--- src/rtl/boot_switch_if.sv ---
// Boot-switch signal bundle: CPU fetch/data bus, boot ROM and instruction RAM ports.
// The slave side is the boot switch; the master side is the surrounding system.
interface boot_switch_if #(
  parameter int unsigned IRAM_AW = 15
);
  logic [15:0]        pc;
  logic [15:0]        rom_instruction;
  logic [15:0]        ram_instruction;
  logic [15:0]        instruction;
  logic [15:0]        addressM;
  logic [15:0]        outM;
  logic               writeM;
  logic [IRAM_AW-1:0] iram_addr;
  logic [15:0]        iram_wdata;
  logic               iram_we;
  logic               cpu_reset;
  logic [15:0]        status;

  modport master (
    output pc, rom_instruction, ram_instruction, addressM, outM, writeM,
    input  instruction, iram_addr, iram_wdata, iram_we, cpu_reset, status
  );

  modport slave (
    input  pc, rom_instruction, ram_instruction, addressM, outM, writeM,
    output instruction, iram_addr, iram_wdata, iram_we, cpu_reset, status
  );
endinterface

--- src/rtl/boot_switch.sv ---
// Boot switch: feeds boot-ROM code to the CPU, commits bootloader-written words into
// instruction RAM, then resets the CPU and hands instruction fetch over to RAM for good.
module boot_switch #(
  parameter logic [15:0] BASE         = 16'h6000,
  parameter int unsigned IRAM_AW      = 15,
  parameter int unsigned RESET_CYCLES = 4
) (
  input logic          clk,
  input logic          rst_n,
  boot_switch_if.slave bus
);

  typedef enum logic [1:0] {StBoot, StSwitch, StRun} state_e;

  localparam logic [3:0] RstInit = 4'(RESET_CYCLES - 1);

  state_e             state_q;
  logic [IRAM_AW-1:0] load_addr_q;
  logic [IRAM_AW-1:0] wr_addr_q;
  logic [13:0]        word_count_q;
  logic               err_q;
  logic [3:0]         rst_cnt_q;
  logic               iram_we_q;
  logic [15:0]        iram_wdata_q;
  logic               cpu_reset_q;

  logic wr_load_addr;
  logic wr_load_data;
  logic wr_ctrl;
  logic unused_pc;

  assign wr_load_addr = bus.writeM && (bus.addressM == BASE);
  assign wr_load_data = bus.writeM && (bus.addressM == BASE + 16'd1);
  assign wr_ctrl      = bus.writeM && (bus.addressM == BASE + 16'd2);
  assign unused_pc    = ^{bus.pc, 1'b0};

  always_ff @(posedge clk or negedge rst_n) begin
    if (!rst_n) begin
      state_q      <= StBoot;
      load_addr_q  <= '0;
      wr_addr_q    <= '0;
      word_count_q <= '0;
      err_q        <= 1'b0;
      rst_cnt_q    <= '0;
      iram_we_q    <= 1'b0;
      iram_wdata_q <= '0;
      cpu_reset_q  <= 1'b0;
    end else begin
      iram_we_q <= 1'b0;
      unique case (state_q)
        StBoot: begin
          // Write address is captured here so a later LOAD_ADDR cannot disturb the commit.
          if (wr_load_data) begin
            iram_we_q    <= 1'b1;
            iram_wdata_q <= bus.outM;
            wr_addr_q    <= load_addr_q;
            load_addr_q  <= load_addr_q + IRAM_AW'(1);
            if (word_count_q != 14'h3FFF) begin
              word_count_q <= word_count_q + 14'd1;
            end
          end
          if (wr_load_addr) begin
            load_addr_q <= bus.outM[IRAM_AW-1:0];
          end
          if (wr_ctrl && bus.outM[0]) begin
            if (word_count_q == '0) begin
              err_q <= 1'b1;
            end else begin
              state_q     <= StSwitch;
              cpu_reset_q <= 1'b1;
              rst_cnt_q   <= RstInit;
            end
          end
        end
        StSwitch: begin
          if (rst_cnt_q == '0) begin
            state_q     <= StRun;
            cpu_reset_q <= 1'b0;
          end else begin
            rst_cnt_q <= rst_cnt_q - 4'd1;
          end
        end
        StRun: begin
        end
        default: state_q <= StBoot;
      endcase
    end
  end

  always_comb begin
    bus.instruction = bus.rom_instruction;
    bus.iram_addr   = iram_we_q ? wr_addr_q : load_addr_q;
    unique case (state_q)
      StBoot:   bus.instruction = bus.rom_instruction;
      StSwitch: bus.instruction = 16'h0000;
      StRun: begin
        bus.instruction = bus.ram_instruction;
        bus.iram_addr   = bus.pc[IRAM_AW-1:0];
      end
      default:  bus.instruction = 16'h0000;
    endcase
  end

  assign bus.iram_we    = iram_we_q;
  assign bus.iram_wdata = iram_wdata_q;
  assign bus.cpu_reset  = cpu_reset_q;
  assign bus.status     = {state_q == StRun, err_q, word_count_q};

endmodule

--- src/flat_wrapper.sv ---
// flat-port wrapper written by rule: the top's interface ports become plain ports
module boot_switch_flat 
#(
  parameter logic [15:0] BASE         = 16'h6000,
  parameter int unsigned IRAM_AW      = 15,
  parameter int unsigned RESET_CYCLES = 4
)
  (clk, rst_n, bus_pc, bus_rom_instruction, bus_ram_instruction, bus_addressM, bus_outM, bus_writeM, bus_instruction, bus_iram_addr, bus_iram_wdata, bus_iram_we, bus_cpu_reset, bus_status);
  boot_switch_if #(.IRAM_AW(IRAM_AW)) bus_i ();
  input logic clk;
  input logic rst_n;
  input wire logic [$bits(bus_i.pc)-1:0] bus_pc;
  input wire logic [$bits(bus_i.rom_instruction)-1:0] bus_rom_instruction;
  input wire logic [$bits(bus_i.ram_instruction)-1:0] bus_ram_instruction;
  input wire logic [$bits(bus_i.addressM)-1:0] bus_addressM;
  input wire logic [$bits(bus_i.outM)-1:0] bus_outM;
  input wire logic [$bits(bus_i.writeM)-1:0] bus_writeM;
  output wire logic [$bits(bus_i.instruction)-1:0] bus_instruction;
  output wire logic [$bits(bus_i.iram_addr)-1:0] bus_iram_addr;
  output wire logic [$bits(bus_i.iram_wdata)-1:0] bus_iram_wdata;
  output wire logic [$bits(bus_i.iram_we)-1:0] bus_iram_we;
  output wire logic [$bits(bus_i.cpu_reset)-1:0] bus_cpu_reset;
  output wire logic [$bits(bus_i.status)-1:0] bus_status;
  assign bus_i.pc = bus_pc;
  assign bus_i.rom_instruction = bus_rom_instruction;
  assign bus_i.ram_instruction = bus_ram_instruction;
  assign bus_i.addressM = bus_addressM;
  assign bus_i.outM = bus_outM;
  assign bus_i.writeM = bus_writeM;
  assign bus_instruction = bus_i.instruction;
  assign bus_iram_addr = bus_i.iram_addr;
  assign bus_iram_wdata = bus_i.iram_wdata;
  assign bus_iram_we = bus_i.iram_we;
  assign bus_cpu_reset = bus_i.cpu_reset;
  assign bus_status = bus_i.status;
  boot_switch #(.BASE(BASE), .IRAM_AW(IRAM_AW), .RESET_CYCLES(RESET_CYCLES)) u_core (.clk(clk), .rst_n(rst_n), .bus(bus_i));
endmodule
--- config.mk ---
export PLATFORM = sky130hd
export DESIGN_NAME = boot_switch_flat
export DESIGN_NICKNAME = d
export VERILOG_FILES = /design/src/rtl/boot_switch_if.sv /design/src/rtl/boot_switch.sv /design/src/flat_wrapper.sv
export SDC_FILE = /design/constraint.sdc
export NUM_CORES = 1
export LEC_CHECK = 0
export ABC_AREA = 0
export CORE_MARGIN = 1.5
export CORE_UTILIZATION = 45
export CTS_BUF_LIST = sky130_fd_sc_hd__clkbuf_8
export CTS_CLUSTER_DIAMETER = 100
export DETAILED_ROUTE_END_ITERATION = 6
export PLACE_DENSITY_LB_ADDON = 0.05
export SYNTH_ARGS = -nofsm -noshare
export SYNTH_HDL_FRONTEND = slang
export SYNTH_SLANG_ARGS = --single-unit
--- constraint.sdc ---
create_clock -name clk -period 3.04 [get_ports clk]
set_clock_uncertainty 0.2 [all_clocks]
set_input_delay 0.456 -clock clk [delete_from_list [all_inputs] [get_ports clk]]
set_output_delay 0.456 -clock clk [all_outputs]
set_load 0.005 [all_outputs]
### Word level (Yosys, flattened, before mapping)

Index checks and enable logic that the tools add are counted.

* bits in registers: 69
* bits of input ports: 83
* output and inout bits: 65
* logic and storage cells: 58

* add/sub/neg operators: 3
* eq/ne operators: 10
* mux-type cells: 19
* bitwise gates (word level): 1
* reductions and logical operators: 16

Operators by type and width (number)
* $mux W15: 4
* $eq A16 B15 Y1 const B: 3
* $pmux W16 S2: 1
* $add A15 B1 Y15 const B: 1
* $add A14 B1 Y14 const B: 1
* $logic_not A14 Y1: 1
* $ne A14 B14 Y1 const B: 1
* $mux W4: 3
* $reduce_and A4 Y1: 3
* $pmux W4 S2: 1
* $mux W2: 3
* $pmux W2 S3: 1
* $reduce_and A3 Y1: 2
* $mux W1: 5
* $logic_and A1 B1 Y1: 4
* $logic_not A4 Y1: 1
* $ne A2 B1 Y1 const B: 2
* $ne A2 B2 Y1 const B: 2
* $reduce_and A2 Y1: 2
* $reduce_bool A2 Y1: 2
* $sub A4 B1 Y4 const B: 1
* $eq A2 B1 Y1 const B: 1
* $eq A2 B2 Y1 const B: 1
* $logic_not A2 Y1: 1
* 2 further kinds: 2

### Longest topological paths before layout

* word-level depth: 5
* depth in mapped cells: 7
* mapped depth without buffers: 7

### Least setup slack after synthesis

OpenSTA, ideal clock, no wires.

* path kind: in2reg
* start: in bus_addressM[9]
* end: reg u_core.word_count_q[5]
* library setup time: 0.124 ns
* arrival: 1.973 ns
* data required time: 2.716 ns
* slack: 0.743 ns
* stages: 5
* buffers on the path: 0
* cell sequence: nor4_2 nand3_1 or3_1 or4_1 xnor2_1

* cells in the longest elaborated chain, start to end: 3

RTL lines
* start, declared: RTL line flat_wrapper.sv:15 `input wire logic [$bits(bus_i.addressM)-1:0] bus_addressM;`
* $eq A16 B15 Y1: RTL line boot_switch.sv:33 `assign wr_load_data = bus.writeM && (bus.addressM == BASE + 16'd1);`
* $logic_and A1 B1 Y1: RTL line boot_switch.sv:33
* $reduce_and A3 Y1 (no line)
* end signal, assigned: RTL line boot_switch.sv:59 `word_count_q <= word_count_q + 14'd1;`
* end, declared: RTL line boot_switch.sv:20 `logic [13:0] word_count_q;`

Every way passes these cells.
A chain may end at the register's enable or synchronous reset.

### Worst setup path in the final report

* start: reg u_core.state_q[1]
* end: out bus_iram_addr[5]

* cells in the longest elaborated chain, start to end: 2

RTL lines
* start, declared: RTL line boot_switch.sv:17 `state_e state_q;`
* start signal, assigned: RTL line boot_switch.sv:39 `state_q <= StBoot;`
* start signal, assigned: RTL line boot_switch.sv:69 `state_q <= StSwitch;`
* start signal, assigned: RTL line boot_switch.sv:77 `state_q <= StRun;`
* $eq A2 B2 Y1: RTL line boot_switch.sv:93 `unique case (state_q)`
* $mux W15: RTL line boot_switch.sv:93
* end, declared: RTL line flat_wrapper.sv:19 `output wire logic [$bits(bus_i.iram_addr)-1:0] bus_iram_addr;`

Every way passes these cells.

==> results.py <==
metrics = {
    "cts": {
        "htree_levels": 3,
        "ctsResizeCount": 0,
        "clock_sinks": 69,
        "clockBufferDepth": 2,
        "hold_buffers": 1,
        "cts.clk_slew.worst_paths_ps": 60,
        "cts_tree": "built",
        "cts_setup_buffers": 0,
        "insertion_delay_ps": 340,
        "cts_buffers": 9,
        "root_buffer": "clkbuf_8",
    },
    "yosys": {
        "synth_area_mm2": 0.00379,
        "synth_cell_types": 44,
        "synth_seq_area_share_pct": 45.6,
        "yosysTopAreaCellShare_pct": 45.6,
        "yosysWarnings": 0,
        "synth.net_count": 531,
        "synthFlopType": "dfrtp_1",
        "syn_area_per_cell_um2": 8.53,
        "syn_inst": 444,
        "ys_async_sr_fraction_pct": 100,
        "ys_top_cells_by_area": "dfrtp_1 46%, nand2_1 13%, mux2i_1 9.0%",
        "synth_edf_count": 0,
        "yosys.area.top_type": "dfrtp_1",
        "ys_seq_elements": 69,
    },
    "critical_path": {
        "cp.arrival_ps": 1830,
        "rrSetupSlack_ps": 630,
        "worstPathRequired_ps": 2380,
        "reg2reg_from": "u_core.word_count_q[0]$_DFFE_PN0P_",
        "regToRegEndpoint": "u_core.rst_cnt_q[2]$_DFFE_PN0P_",
        "path_class": "flip-flop to output port",
        "worstSetupStartpointType": "flip-flop",
        "critPathCaptureType": "output port",
        "ff2ff_path_depth": 7,
        "crit_path_max_fanout": 32,
    },
    "place": {
        "dp_slack_ps": 222,
        "portBuffers": 146,
        "gp_congestion": 0.820,
        "dp.cells": 683,
        "dp_hpwl_um": 7410,
    },
    "floorplanning": {
        "rows": 33,
        "initial_core_util_pct": 46.3,
        "coreArea_mm2": 0.00818,
        "die_w_um": 94.8,
        "die_area_mm2": 0.00898,
        "ios": 148,
        "die_y_um": 94.8,
    },
    "detailed_routing": {
        "avgViaCountPerCell": 5.22,
        "vias": 3651,
        "wl_per_cell_um": 14.1,
        "drtAntennaViolNets": 0,
        "drt_iter0_markers": 223,
        "wl_um": 9890,
        "firstDrtPassIters": 4,
        "drc_errors": 0,
    },
    "worst_hold_path": {
        "min_from": "u_core.wr_addr_q[5]$_DFFE_PN0P_",
        "holdPathEnd": "u_core.wr_addr_q[5]$_DFFE_PN0P_",
        "hp-class": "flip-flop to flip-flop",
        "holdPathStages": 2,
    },
    "finish": {
        "drive_gt1_share_pct": 6.73,
        "fin_cells": 699,
        "fin_util_pct": 68.1,
        "nFillCells": 678,
        "diodes": 0,
        "final_common_cell": "clkdlybuf4s50_1",
        "layout_common_cells": "145 x clkdlybuf4s50_1, 132 x nand2_1, 69 x dfrtp_1",
        "nNetsFinal": 677,
        "area_growth_pct": 47.0,
    },
    "timing": {
        "finalCritPeriodShare_pct": 81.7,
        "relSlewSlack_pct": 53.6,
        "setup_tns_ps": 0,
        "tightest_slew_ps": 690,
        "grt_setup_unrepaired": "no",
        "fmax_ghz": 0.403,
        "setup_ws_ps": 557,
        "period_minus_slack_ps": 2480,
        "drv_slew": 0,
        "final_hold_viol_count": 0,
        "setup_violations": 0,
    },
    "pwr": {
        "leakage_nw": 2.56,
        "power_mw": 1.77,
        "p_per_area_mw_per_mm2": 318,
        "peakVddDrop_v": 0.000244,
    },
    "global_routing": {
        "grt_pass1_wl_um": 16100,
        "grt_pass1_vias": 3379,
        "grt_max_degree": 43,
        "grt_antenna_before_repair": 0,
        "grt.total_usage_pct": 22.9,
        "grt_overflow_total": 0,
    },
    "status": {
        "outcome": "completed",
    },
    "run": {
        "max_cap_violations": 0,
    },
}
## power by group
| group | internal, mW | switching (mW) |
|---|---|---|
| registers | 0.918 | 0 |
| clock network | 0.308 | 0.331 |
| logic | 0.143 | 0.0703 |
| total | 1.37 | 0.402 |
## cell type report
type	count	area, µm²	share of cell area, %
multi-input cells	340	1930	34.7
flip-flops and latches	69	1730	31.0
repair buffers	160	1580	28.3
clock buffers	10	138	2.47
well taps	105	131	2.36
inverters	10	37.5	0.674
clock inverters	5	27.5	0.494
## per-stage QoR
stage          hold WS [ps]  cell area (µm²)
3_3_place_gp            248             5390
4_1_cts                 271             5570
3_5_place_dp            255             5390
5_1_grt                 292             5570
6_report                265             5570
2_1_floorplan         -39.6             3790
## critical path, stage by stage, from the launching register on
cell and delay (ps):
dfrtp_1 390, nor2b_2 150, buf_4 210, o21ai_0 210, clkdlybuf4s50_1 530
## cell usage after synthesis, drive strengths merged, types with 3 or more instances
cell / count
a21oi: 18
a2bb2oi: 7
inv: 10
nand3: 15
nor3: 6
o22ai: 6
buf: 3
xnor2: 9
and4: 3
clkbuf: 22
and3: 3
nor2: 27
dfrtp: 69
mux2i: 34
o32ai: 3
nand2: 132
nor4: 6
nor3b: 3
o21ai: 30
nand4: 8
ha: 4
## worst max path at each step
stage / slack [ps] / cells after the start / start / to
floorplan: 740 / 5 / bus_addressM[9] / u_core.word_count_q[5]$_DFFE_PN0P_
global placement: 280 / 6 / bus_addressM[3] / u_core.word_count_q[5]$_DFFE_PN0P_
detailed placement: 220 / 6 / bus_addressM[8] / u_core.word_count_q[5]$_DFFE_PN0P_
CTS: 530 / 4 / u_core.state_q[1]$_DFFE_PN0P_ / bus_iram_addr[5]
global route: 450 / 4 / u_core.bus.iram_we$_DFF_PN0_ / bus_iram_addr[5]
finish: 560 / 4 / u_core.state_q[1]$_DFFE_PN0P_ / bus_iram_addr[5]
## cells by family after synthesis
group | Yosys count | share of synthesized area [%]
and+or+nand+nor | 218 | 26.5
AOI/OAI and AO/OA | 72 | 11.3
DFF | 69 | 45.6
buffers and inverters | 35 | 3.57
muxes | 35 | 9.28
xor gates and xnor gates | 11 | 2.54
adders and majority gates | 4 | 1.32
## registers in the layout (all words and copies together), names as in the netlist
name	flops
u_core.rst_cnt_q	4
u_core.wr_addr_q	15
u_core.bus.iram_we	1
u_core.load_addr_q	15
u_core.err_q	1
u_core.bus.iram_wdata	16
u_core.bus.cpu_reset	1
u_core.word_count_q	14
u_core.state_q	2
## layer usage
layer | share of wire (%) | track usage [%] | up-vias
li1 | - | - | 1815
met1 | 44 | 30.3 | 1702
met3 | 5.3 | 4.03 | 12
met4 | 1.1 | 6.72 | 0
met2 | 50 | 38.3 | 122
met5 | 0 | 0 | -
No activity file was read; power rests on OpenSTA's default activity.
==> edit 1, RTL diff (same settings) <==
`IRAM_AW` is set to 15 in 3 places; all go to 14.
--- a/src/rtl/boot_switch_if.sv
+++ b/src/rtl/boot_switch_if.sv
@@ -1,7 +1,7 @@
 // Boot-switch signal bundle: CPU fetch/data bus, boot ROM and instruction RAM ports.
 // The slave side is the boot switch; the master side is the surrounding system.
 interface boot_switch_if #(
-  parameter int unsigned IRAM_AW = 15
+  parameter int unsigned IRAM_AW = 14
 );
   logic [15:0]        pc;
   logic [15:0]        rom_instruction;
--- a/src/rtl/boot_switch.sv
+++ b/src/rtl/boot_switch.sv
@@ -2,7 +2,7 @@
 // instruction RAM, then resets the CPU and hands instruction fetch over to RAM for good.
 module boot_switch #(
   parameter logic [15:0] BASE         = 16'h6000,
-  parameter int unsigned IRAM_AW      = 15,
+  parameter int unsigned IRAM_AW      = 14,
   parameter int unsigned RESET_CYCLES = 4
 ) (
   input logic          clk,
--- a/src/flat_wrapper.sv
+++ b/src/flat_wrapper.sv
@@ -2,7 +2,7 @@
 module boot_switch_flat 
 #(
   parameter logic [15:0] BASE         = 16'h6000,
-  parameter int unsigned IRAM_AW      = 15,
+  parameter int unsigned IRAM_AW      = 14,
   parameter int unsigned RESET_CYCLES = 4
 )
   (clk, rst_n, bus_pc, bus_rom_instruction, bus_ram_instruction, bus_addressM, bus_outM, bus_writeM, bus_instruction, bus_iram_addr, bus_iram_wdata, bus_iram_we, bus_cpu_reset, bus_status);
Interface: changed (resized bus_iram_addr); port bits go from 148 to 147. The function was not compared with the original's and may differ.
==> edit 1 against the unedited design <==
Critical path depth increased by 1; count of clock-buffer cells in the layout stayed put; wire length up 5.0%; sequential cell count decreased by 2; area after synthesis is 1.8% higher; power increased by 2.9%; sequential power down 2.9%; worst setup slack got worse by 0.17 ns; design area grew 1.3%; largest power group unchanged; highest routed layer unchanged.
==> edit 1: results (changes against the unedited design) <==
- DRT iter0 DRCs: 186 (-17%)
- Routability congestion estimate: 0.882 (+7.6%)
- Status: finished, final reports clean
- Pre-antenna DRT Iters: 5 (+1)
- Worst min-delay path startpoint: u_core.wr_addr_q[0]
- Number of global-route vias before repair: 3328 (-1.5%)
- DP Worst Slack: 0.0936 ns (-0.128 ns)
- Largest net degree at the start of global routing: 38 (-12%)
- Wire per inst: 15.3 µm (+8.4%)
- Layout cells sized above 1: 10.8% (+4.1 points)
- Layout Nets: 654 (-3.4%)
- Dpl hpwl: 7.79 mm (+5.1%)
- Unique cell type count in the Yosys netlist: 48 (+9.1%)
- Max Fanout on Critical Path: 30 (-6.3%)
- RR Startpoint: u_core.state_q[0]
- WHS: 0.268 ns (+0.00294 ns)
- # fillers: 715 (+5.5%)
- Net Count, Synth: 511 (-3.8%)
- Leak: 0.00239 µW (-6.9%)
- Rel. slew slack: 67.8% (+14 points)
- Total GRT Usage: 22.8% (-0.11 points)
- Hold EP: u_core.wr_addr_q[0]
- Htree depth: 3 (unchanged)
- Synth top cells by count: nand2_1, dfrtp_1, mux2i_1, o21ai_0, a21oi_1
- First-pass GRT wire length: 16.1 mm (+0.17%)
- Total vias in the final route: 3615 (-0.99%)
- Reg2Reg Depth: 5 (-2)
- Max reg flops: 16 (unchanged)
- Area contributors post-synth: dfrtp_1, mux2i_1, nand2_1
- Sequential share of the synthesized area: 43.5% (-2.1 points)
- IO buf count: 144 (-1.4%)
- Reg2reg end: u_core.word_count_q[1]
- Clock Tree Buf Depth: 2 (unchanged)
- Max VDD drop: 0.284 mV (+17%)
- Worst Hold Class: flip-flop to flip-flop
- Final Setup Violations: 0 (unchanged)
- Setup Fix Bufs, Post-CTS: 0 (unchanged)
edit 1: cell count changes after synthesis, sizes merged, moves of 7 or more:
cell / unedited run / this run
nor2: 27 / 20
o22ai: 6 / 13
clkbuf: 22 / 15
nand2: 132 / 76
mux2: 1 / 16
buf: 3 / 15
xor2: 2 / 9
a21oi: 18 / 28
a2bb2oi: 7 / 0
edit 1: worst min-delay path: stages (launching register included):
cell and delay (ns):
dfrtp_1 0.34, nand2_1 0.05, nand2_1 0.05
edit 1: through the flow:
step | cells | area, µm²
3_5_place_dp | 660 | 5430
4_1_cts | 677 | 5640
3_3_place_gp | 660 | 5430
5_1_grt | 677 | 5640
6_report | 677 | 5640
2_1_floorplan | 424 | 3860
edit 1: cells by family after synthesis:
family / synth area share [%]
AND/OR/NAND/NOR: 23.5
AO/OA/AOI/OAI: 11.7
flip-flops: 43.5
multiplexers: 12.7
buffers and inverters: 4.61
XOR/XNOR: 2.73
adder cells (fa/ha/maj): 1.30
edit 1: area by class of cell:
| cell class | instances | area share [%] |
|---|---|---|
| clock buffers | 10 | 2.44 |
| repair buffers | 162 | 28.1 |
| flip-flops and latches | 67 | 29.7 |
| clock inverters | 6 | 1.15 |
| well taps | 105 | 2.33 |
| inverters | 10 | 0.665 |
| multi-input cells | 317 | 35.6 |
edit 1: power breakdown:
| group | internal (µW) | switching, µW |
|---|---|---|
| clock network | 401 | 348 |
| logic | 122 | 58.8 |
| registers | 891 | 0.349 |
| total | 1410 | 407 |
edit 1: per-layer routing:
layer	vias up	global-route usage [%]	share of wire, %
met1	1716	33.2	47
met4	0	7.11	1.1
li1	1786	-	-
met3	9	3.59	4.7
met5	-	0	0
met2	104	34.5	47
edit 1: worst max-delay path by stage:
stage | cells past startpoint | endpoint | start | slack (ns)
2_1_floorplan | 6 | u_core.word_count_q[1] | bus_addressM[3] | 0.72
3_3_place_gp | 6 | u_core.word_count_q[1] | bus_addressM[3] | 0.14
3_5_place_dp | 6 | u_core.word_count_q[1] | bus_addressM[9] | 0.09
4_1_cts | 5 | bus_iram_addr[8] | u_core.state_q[1] | 0.36
5_1_grt | 5 | bus_iram_addr[3] | u_core.state_q[1] | 0.22
6_report | 5 | bus_iram_addr[3] | u_core.state_q[1] | 0.38
==> edit 2, RTL diff (same settings) <==
Made on the original files. Make the reset (`rst_n`) synchronous in one clocked block.
--- a/src/rtl/boot_switch.sv
+++ b/src/rtl/boot_switch.sv
@@ -34,7 +34,7 @@
   assign wr_ctrl      = bus.writeM && (bus.addressM == BASE + 16'd2);
   assign unused_pc    = ^{bus.pc, 1'b0};
 
-  always_ff @(posedge clk or negedge rst_n) begin
+  always_ff @(posedge clk) begin
     if (!rst_n) begin
       state_q      <= StBoot;
       load_addr_q  <= '0;
Behaviour: differs if rst_n is asserted again (counterexample within 4 cycles, from zero or initial values and one cycle with rst_n low); with rst_n held inactive, the same outputs for 10 cycles.
==> edit 2 against the unedited design <==
Count of clock-buffer cells in the layout decreased by 1; power decreased by 2.8%; combinational power decreased by 9%; sequential cell count unchanged; via count increased by 13%; final cell count increased by 8.2%; wire length increased by 12%; die area increased by 1.8%; design area increased by 0.54%; worst setup slack improved by 0.026 ns; area after synthesis increased by 1.8%; critical path depth increased by 1; critical endpoint is now bus_iram_addr[14]; largest cell class unchanged.
==> edit 2: results (changes against the unedited design) <==
- Total GRT Usage: 25.3% (+2.4 points)
- Wire per inst: 14.6 µm (+3.3%)
- Async set-reset flop share out of synthesis: 0% (-100 points)
- Clk network pwr share: 36.2% (about the same)
- First-pass GRT wire length: 18.0 mm (+12%)
- Reg2Reg Depth: 5 (-2)
- Net Count, Synth: 591 (+11%)
- Sequential share of the synthesized area: 35.8% (-9.8 points)
- Largest net degree at the start of global routing: 32 (-26%)
- Number of global-route vias before repair: 3939 (+17%)
- Max Fanout on Critical Path: 31 (-3.1%)
- Worst min-delay path startpoint: u_core.wr_addr_q[14]
- Xor/xnor share of the synthesized area: 0.227% (-2.3 points)
- Mux contribution to synthesized area: 9.08% (-0.20 points)
- Worst Tran Pin Value: 0.602 ns (-0.0884 ns)
- WL met3: 830 µm (+59%)
- Compound-cell area share of the yosys netlist: 20.0% (+8.7 points)
- Unique cell type count in the Yosys netlist: 57 (+30%)
- Via density: 5.45 (+4.3%)
- Reg2reg end: u_core.load_addr_q[14]
- Routability congestion estimate: 0.859 (+4.7%)
- Layout Nets: 733 (+8.3%)
- Routing usage on met2: 46.4% (+8.1 points)
- Post-synthesis adder-cell area fraction: 1.30% (-0.024 points)
- Met3 Track Usage GR: 6.46% (+2.4 points)
- Leak: 0.00188 µW (-26%)
- Dpl hpwl: 8.36 mm (+13%)
- Met1 usage: 28.5% (-1.8 points)
- Status: finished, final reports clean
- Most used DFF post-synth: dfxtp_1
- Met2 wire length: 5.56 mm (+13%)
- Critical Path AT: 1.80 ns (-0.03 ns)
[edit 2: cell count changes after synthesis, sizes merged, moves of 5 or more]
cell / change
buf: +6
nand2: -32
a2bb2oi: -6
nor2: +16
dfxtp: +69
a21oi: +39
a211oi: +6
or3: +5
xnor2: -8
dfrtp: -69
[edit 2: final cells by class]
type | count | area (µm²) | area share (%)
clock buffer | 9 | 124 | 2.21
clock inverter | 7 | 35.0 | 0.626
inverter | 14 | 52.6 | 0.939
multi-input combinational | 389 | 2290 | 40.8
sequential | 69 | 1380 | 24.7
tap | 105 | 131 | 2.35
timing repair buffer | 163 | 1590 | 28.4
[edit 2: how the worst max path moves through the flow]
stage / startpoint / endpoint / slack (ns) / depth (start not counted)
global route: u_core.state_q[1] / bus_iram_addr[10] / 0.41 / 5
floorplan: u_core.bus.iram_we / bus_iram_addr[10] / 0.97 / 4
CTS: u_core.state_q[1] / bus_iram_addr[14] / 0.55 / 5
global placement: bus_addressM[9] / u_core.word_count_q[10] / 0.37 / 6
finish: u_core.state_q[1] / bus_iram_addr[14] / 0.58 / 5
detailed placement: bus_addressM[9] / u_core.word_count_q[10] / 0.29 / 6
[edit 2: per-stage QoR]
stage	util [%]	worst slack [ns]	std cells	power, µW	area (µm²)
after floorplan	-	0.973	504	970	3860
after global placement	65.9	0.370	740	1120	5440
after detailed placement	65.9	0.292	740	1120	5440
after CTS	67.8	0.548	756	1740	5600
after global routing	67.8	0.413	756	1790	5600
final	67.8	0.583	756	1720	5600
[edit 2: critical path, delay by kind of cell, from the launching register on]
family / cells / cell delay [ns]
buf+inv: 2 / 0.80
compound gates: 1 / 0.08
simple gates: 2 / 0.24
flops: 1 / 0.33
